===== src/rtl/interrupt_interface.sv =====
`default_nettype none
// ============================================================================
// interrupt_interface: registers CLINT/external requests into mip, masks and
// priority-encodes them, and offers one interrupt to commit via req/ack.
// Revision: 1.0
// ============================================================================
module interrupt_interface #(
    parameter int EXT_SYNC_STAGES = 2
) (
    input  logic        clk,
    input  logic        rst,
    input  logic        all_intif_int_software_req,
    input  logic        all_intif_int_timer_req,
    input  logic        all_intif_int_ext_req,
    input  logic [31:0] csrf_intif_mie_data,
    input  logic        csrf_intif_mstatus_mie,
    input  logic        commit_intif_ack,
    output logic [31:0] intif_csrf_mip_data,
    output logic        intif_commit_has_interrupt,
    output logic [31:0] intif_commit_mcause_data
);

    localparam logic [3:0] C_CODE_MSI = 4'd3;
    localparam logic [3:0] C_CODE_MTI = 4'd7;
    localparam logic [3:0] C_CODE_MEI = 4'd11;

    typedef enum logic [1:0] {
        ST_IDLE  = 2'd0,
        ST_REQ   = 2'd1,
        ST_ACKED = 2'd2
    } state_t;

    logic                       r_msip;
    logic                       r_mtip;
    logic [EXT_SYNC_STAGES-1:0] r_ext_sync;
    state_t                     r_state;
    logic [3:0]                 r_code;
    logic                       r_has_interrupt;
    logic [31:0]                r_mcause;

    logic [31:0] w_mip;
    logic [31:0] w_pending;
    logic [3:0]  w_best_code;
    logic        w_latched_pending;

    // External request is asynchronous; only the last synchroniser flop is used.
    always_ff @(posedge clk) begin
        if (!rst) begin
            r_msip     <= 1'b0;
            r_mtip     <= 1'b0;
            r_ext_sync <= '0;
        end else begin
            r_msip     <= all_intif_int_software_req;
            r_mtip     <= all_intif_int_timer_req;
            r_ext_sync <= {r_ext_sync[EXT_SYNC_STAGES-2:0], all_intif_int_ext_req};
        end
    end

    assign w_mip = {20'b0, r_ext_sync[EXT_SYNC_STAGES-1], 3'b0, r_mtip, 3'b0, r_msip, 3'b0};

    assign w_pending = w_mip & csrf_intif_mie_data & {32{csrf_intif_mstatus_mie}};

    always_comb begin
        w_best_code = 4'd0;
        if (w_pending[11]) begin
            w_best_code = C_CODE_MEI;
        end else if (w_pending[3]) begin
            w_best_code = C_CODE_MSI;
        end else if (w_pending[7]) begin
            w_best_code = C_CODE_MTI;
        end
    end

    assign w_latched_pending = w_pending[r_code];

    // Ack takes precedence over withdrawal; ACKED gives commit one cycle to clear MIE.
    always_ff @(posedge clk) begin
        if (!rst) begin
            r_state         <= ST_IDLE;
            r_code          <= 4'd0;
            r_has_interrupt <= 1'b0;
            r_mcause        <= 32'd0;
        end else begin
            case (r_state)
                ST_IDLE: begin
                    if (w_pending != 32'd0) begin
                        r_state         <= ST_REQ;
                        r_code          <= w_best_code;
                        r_has_interrupt <= 1'b1;
                        r_mcause        <= {1'b1, 27'b0, w_best_code};
                    end
                end
                ST_REQ: begin
                    if (commit_intif_ack) begin
                        r_state         <= ST_ACKED;
                        r_has_interrupt <= 1'b0;
                        r_mcause        <= 32'd0;
                    end else if (!w_latched_pending) begin
                        r_state         <= ST_IDLE;
                        r_has_interrupt <= 1'b0;
                        r_mcause        <= 32'd0;
                    end
                end
                ST_ACKED: begin
                    r_state         <= ST_IDLE;
                    r_has_interrupt <= 1'b0;
                    r_mcause        <= 32'd0;
                end
                default: begin
                    r_state         <= ST_IDLE;
                    r_has_interrupt <= 1'b0;
                    r_mcause        <= 32'd0;
                end
            endcase
        end
    end

    assign intif_csrf_mip_data        = w_mip;
    assign intif_commit_has_interrupt = r_has_interrupt;
    assign intif_commit_mcause_data   = r_mcause;

endmodule
`default_nettype wire


===== config.mk =====
export PLATFORM = sky130hd
export DESIGN_NAME = interrupt_interface
export DESIGN_NICKNAME = d
export VERILOG_FILES = /design/src/rtl/interrupt_interface.sv
export SDC_FILE = /design/constraint.sdc
export NUM_CORES = 1
export LEC_CHECK = 0
export BUFFER_PORTS_ARGS = -buffer_cell sky130_fd_sc_hd__buf_2
export CAP_MARGIN = 20
export CORE_ASPECT_RATIO = 0.75
export CORE_MARGIN = 4
export CORE_UTILIZATION = 37
export CTS_CLUSTER_SIZE = 20
export DETAILED_ROUTE_END_ITERATION = 12
export PLACE_DENSITY = 0.86
export SLEW_MARGIN = 0
export SYNTH_ARGS = -nofsm -noshare
export SYNTH_HDL_FRONTEND = slang
export SYNTH_SLANG_ARGS = --single-unit

===== constraint.sdc =====
create_clock -name clk -period 1.7 [get_ports clk]
set_input_delay 0.085 -clock clk [delete_from_list [all_inputs] [get_ports clk]]
set_output_delay 0.085 -clock clk [all_outputs]
set_load 0.01 [all_outputs]

# Word-level counts from Yosys, hierarchy flattened
# Index checks and enable logic that the tools add are counted.
# classes
magnitude_cmp	1
eq_ne	3
mux	17
bitwise_logic	2
n_reduce_logical	4
# op_table
cell	count
$mux W32	3
$pmux W32 S2	1
$and A12 B32 Y32	1
$and A32 B32 Y32	1
$reduce_bool A32 Y1	1
$lt A4 B6 Y1 const B	1
$mux W2	3
$mux W3	2
$bmux W1 S4	1
$mux W1	4
$mux W4	1
$pmux W2 S2	1
$reduce_and A2 Y1	2
$ne A3 B3 Y1 const B	1
$eq A2 B1 Y1 const B	1
$logic_not A2 Y1	1
$ne A2 B2 Y1 const B	1
$pmux W1 S2	1
# word_totals
register_bits	43
in_bits	39
wordCells	34

# Logic depth before layout (Yosys ltp)
# logic_depth
word_depth	7
mapped_depth	4
depth_no_buf	4

# Worst setup path after synthesis
# OpenSTA, ideal clock, no wires.
# synth_path
path_type	reg2reg
start	reg, netlist name intif_commit_mcause_data[31]
end	reg r_code[3]
setup_ns	0.120
arrival_time_ns	1.044
required_time_ns	1.580
setup_slack_ns	0.535
path_stages_with_launch	5
synth_period_minus_slack_ns	1.165
cell_sequence	dfxtp_1 > or3b_1 > a21oi_2 > nand2b_1 > a21boi_1
# synth_rtl
element	line	text
to (signal assigned)	88	r_code <= w_best_code;
to (decl)	37	logic [3:0] r_code;

# Worst setup path in the final report
# layout_path
start	reg r_state[1]
end	reg r_code[3]
# layout_via
elab_chain_len	2
# layout_rtl
element	line	text
from (decl)	36	state_t r_state;
from (signal assigned)	79	r_state <= ST_IDLE;
from (signal assigned)	87	r_state <= ST_REQ;
from (signal assigned)	95	r_state <= ST_ACKED;
$logic_not A2 Y1	84	case (r_state)
$reduce_and A2 Y1 (no source line)	--	
# Every way passes these cells.
# A chain may end at the register's enable or synchronous reset.

==> key figures <==
Final layout
  – Post-Layout Cell Count: approximately 160
  – Post-layout net count: 165
  – Core Util, Final: 36.14%
  – Sequential Area: 240.2 um2
  – Layout cells sized above 1: approximately 22%
  – Multi-input logic area: 434.2 um2
  – Fillers: 254
  – Diodes inserted: 0
  – Area growth, synth to finish: -9.175%

Yosys
  – Yosys warns: 0
  – Post-Syn Area per Cell: ~8.6 um2
  – Register area share after synthesis: about 26%
  – Unique masters post-synth: 25
  – Syn Inst Count: 110
  – Cell Area, Synth: 940.9 um2
  – Synth Register Bits: 12

Timing
  – Final Setup Violations: 0
  – Achievable clock frequency: 780.8 MHz
  – Final Slew Violations: 0
  – Final Hold Viols: 0
  – Hold_ws: 0.01550 ns
  – Crit share post-route: 75.34%
  – Total negative slack: 0 ns
  – Setup Skew: 0.002626 ns
  – Tmin final: 1.281 ns
  – RSZ-0062 raised after global routing: false

Setup path
  – CP required: 1.86 ns
  – Setup crit end kind: flip-flop
  – Crit Path Category: reg -> reg
  – R2r setup slk: 0.42 ns
  – FF-to-FF End: r_code[3]
  – Worst Path Max Fanout: 4
  – R2r worst-path depth: 4
  – Worst r2r src: r_state[1]
  – Arr. time, crit path: 1.44 ns
  – Worst setup SP type: flip-flop

Die
  – Die width: 66.23 um
  – Die area: 0.003422 mm2
  – # IOs: 104
  – Die Y: 51.67 um
  – Starting density of the core: around two fifths
  – Core ar.: 0.002365 mm2
  – FP Rows: 15

Pwr
  – PwrDens: 747.4 mW/mm2
  – Leak: 0.4677 nW
  – Max rail drop VDD: roughly 0.50 mV

Placement
  – Gpl congestion: roughly 0.85
  – Placed Cells incl. Taps: 155
  – Post-DP HPWL: between 1000 and 1500 um
  – I/O Buffers: 18

Run
  – Max-cap violations: 0

Clocking
  – Clock transition at path regs: 0.07 ns
  – CTS sink cnt: 12
  – Worst-Skew Late Latency: roughly 0.27 ns
  – Post-cts resize count: 0
  – Post-CTS Repair Setup Buffers: 0
  – Clock root buffer: clkbuf_4
  – H-tree levels: 1
  – TritonCTS Buffers: 3
  – Hold_buf cts: 0
  – TritonCTS clock tree: done
  – Clock Path Buffers: 2

Route
  – Post-Route WL: 1445 um
  – Routed Antenna Nets: 0
  – First-pass DRT Iterations: 2
  – Vias: 540
  – Initial DRC Count: 2
  – DRC violations left: 0
  – Routed len/inst: 9.088 um
  – DR vias/cell: 3.396

Global routing
  – All-Layer GR Usage: ~7.6%
  – Grt ovf: 0
  – First-pass GRT wire length: 1904 um
  – Initial antenna violation count: 0
  – Largest net degree at the start of global routing: 13
  – Vias in the first global route: 424

Min path
  – Hold endpoint: r_ext_sync[0]
  – Worst min-delay path category: in -> reg
  – Hold Path Cell Cnt: 2
  – Worst hold start: all_intif_int_ext_req

Status
  – Outcome: finished clean
==> area by class of cell <==
type,count,area share [%]
Inverter,3,1.318
Tap cell,34,4.978
Multi-Input combinational cell,88,50.81
Sequential cell,12,28.11
Clock buffer,4,4.246
Timing Repair Buffer,18,10.54
==> worst max-delay path by stage <==
stage / startpoint / end / slack (ns) / cells after the start
after floorplan: intif_commit_mcause_data[31] / r_code[3] / 0.54 / 4
after global placement: r_state[1] / r_code[3] / 0.49 / 4
after detailed placement: intif_commit_mcause_data[31] / r_code[3] / 0.47 / 4
after CTS: r_state[1] / r_code[3] / 0.45 / 4
after global routing: r_ext_sync[1] / intif_commit_mcause_data[3] / 0.37 / 4
final: r_state[1] / r_code[3] / 0.42 / 4
==> flip-flops by register name, indices dropped and copies added, names as in the netlist <==
name	cells
r_ext_sync	2
r_code	3
r_mtip	1
intif_commit_mcause_data	4
r_state	1
r_msip	1
==> logic make-up after synthesis <==
kind of cell | count (synthesis) | synth area share, %
buffers and inverters | 65 | 50.27
and+or+nand+nor | 18 | 11.70
AOI/OAI and AO/OA | 14 | 12.10
DFF | 12 | 25.53
other | 1 | 0.3986
==> cell usage after synthesis <==
master | count | share of area (%)
a21oi_2 | 1 | 0.93
nand3_1 | 2 | 1.1
a211oi_1 | 1 | 0.80
o221a_2 | 3 | 3.6
nand2b_1 | 1 | 0.67
inv_1 | 3 | 1.2
o21a_2 | 1 | 0.93
a21boi_1 | 1 | 0.80
nor2_1 | 4 | 1.6
buf_4 | 61 | 49
clkbuf_1 | 1 | 0.40
conb_1 | 1 | 0.40
nand2_1 | 1 | 0.40
a21oi_1 | 1 | 0.53
nor4bb_1 | 1 | 1.1
and2_1 | 4 | 2.7
o21a_1 | 2 | 1.6
a22oi_2 | 1 | 1.3
and4b_1 | 1 | 1.1
or3b_1 | 1 | 0.93
nand3b_1 | 1 | 0.80
o21ai_0 | 3 | 1.6
dfxtp_1 | 12 | 26
nor3b_1 | 1 | 0.80
nand4_1 | 1 | 0.67
==> metal layers <==
metal | vias up | track usage [%] | part of all wire (%)
met5 | - | 0 | 0
met4 | 0 | 2.027 | 0
met3 | 0 | 5.184 | 11
met2 | 27 | 12.03 | 53
met1 | 240 | 8.136 | 36
li1 | 273 | - | -
==> critical path: stages, from the launching register on <==
cell	delay [ns]
dfxtp_1	0.34
or3b_1	0.42
a21oi_2	0.22
nand2b_1	0.14
a21boi_1	0.06
==> report_power, final <==
group	leakage, nW	internal, mW	switching (mW)	total (mW)
registers	0.0982	0.293	0.00791	0.300
clock network	0.0210	0.130	0.0914	0.222
logic	0.348	0.0289	0.0879	0.117
==> layout by cell type (no fill, tap or decap), types with 2 or more instances in the layout <==
master     n
o21ai_0    3
nand3_1    2
dfxtp_1   12
buf_2     18
clkbuf_4   3
nor2_1     4
o21a_1     2
o221a_2    3
inv_1      3
conb_1    56
and2_1     4
==> metrics by stage <==
| stage | instance area [um2] | setup WS, ns | power (mW) |
|---|---|---|---|
| floorplan | 1147 | 0.5352 | 0.4954 |
| global placement | 818.3 | 0.4909 | 0.4181 |
| detailed placement | 818.3 | 0.4692 | 0.4205 |
| CTS | 854.6 | 0.4451 | 0.6448 |
| global route | 854.6 | 0.3684 | 0.6792 |
| finish | 854.6 | 0.4192 | 0.6387 |
No activity file was read; power rests on OpenSTA's default activity.
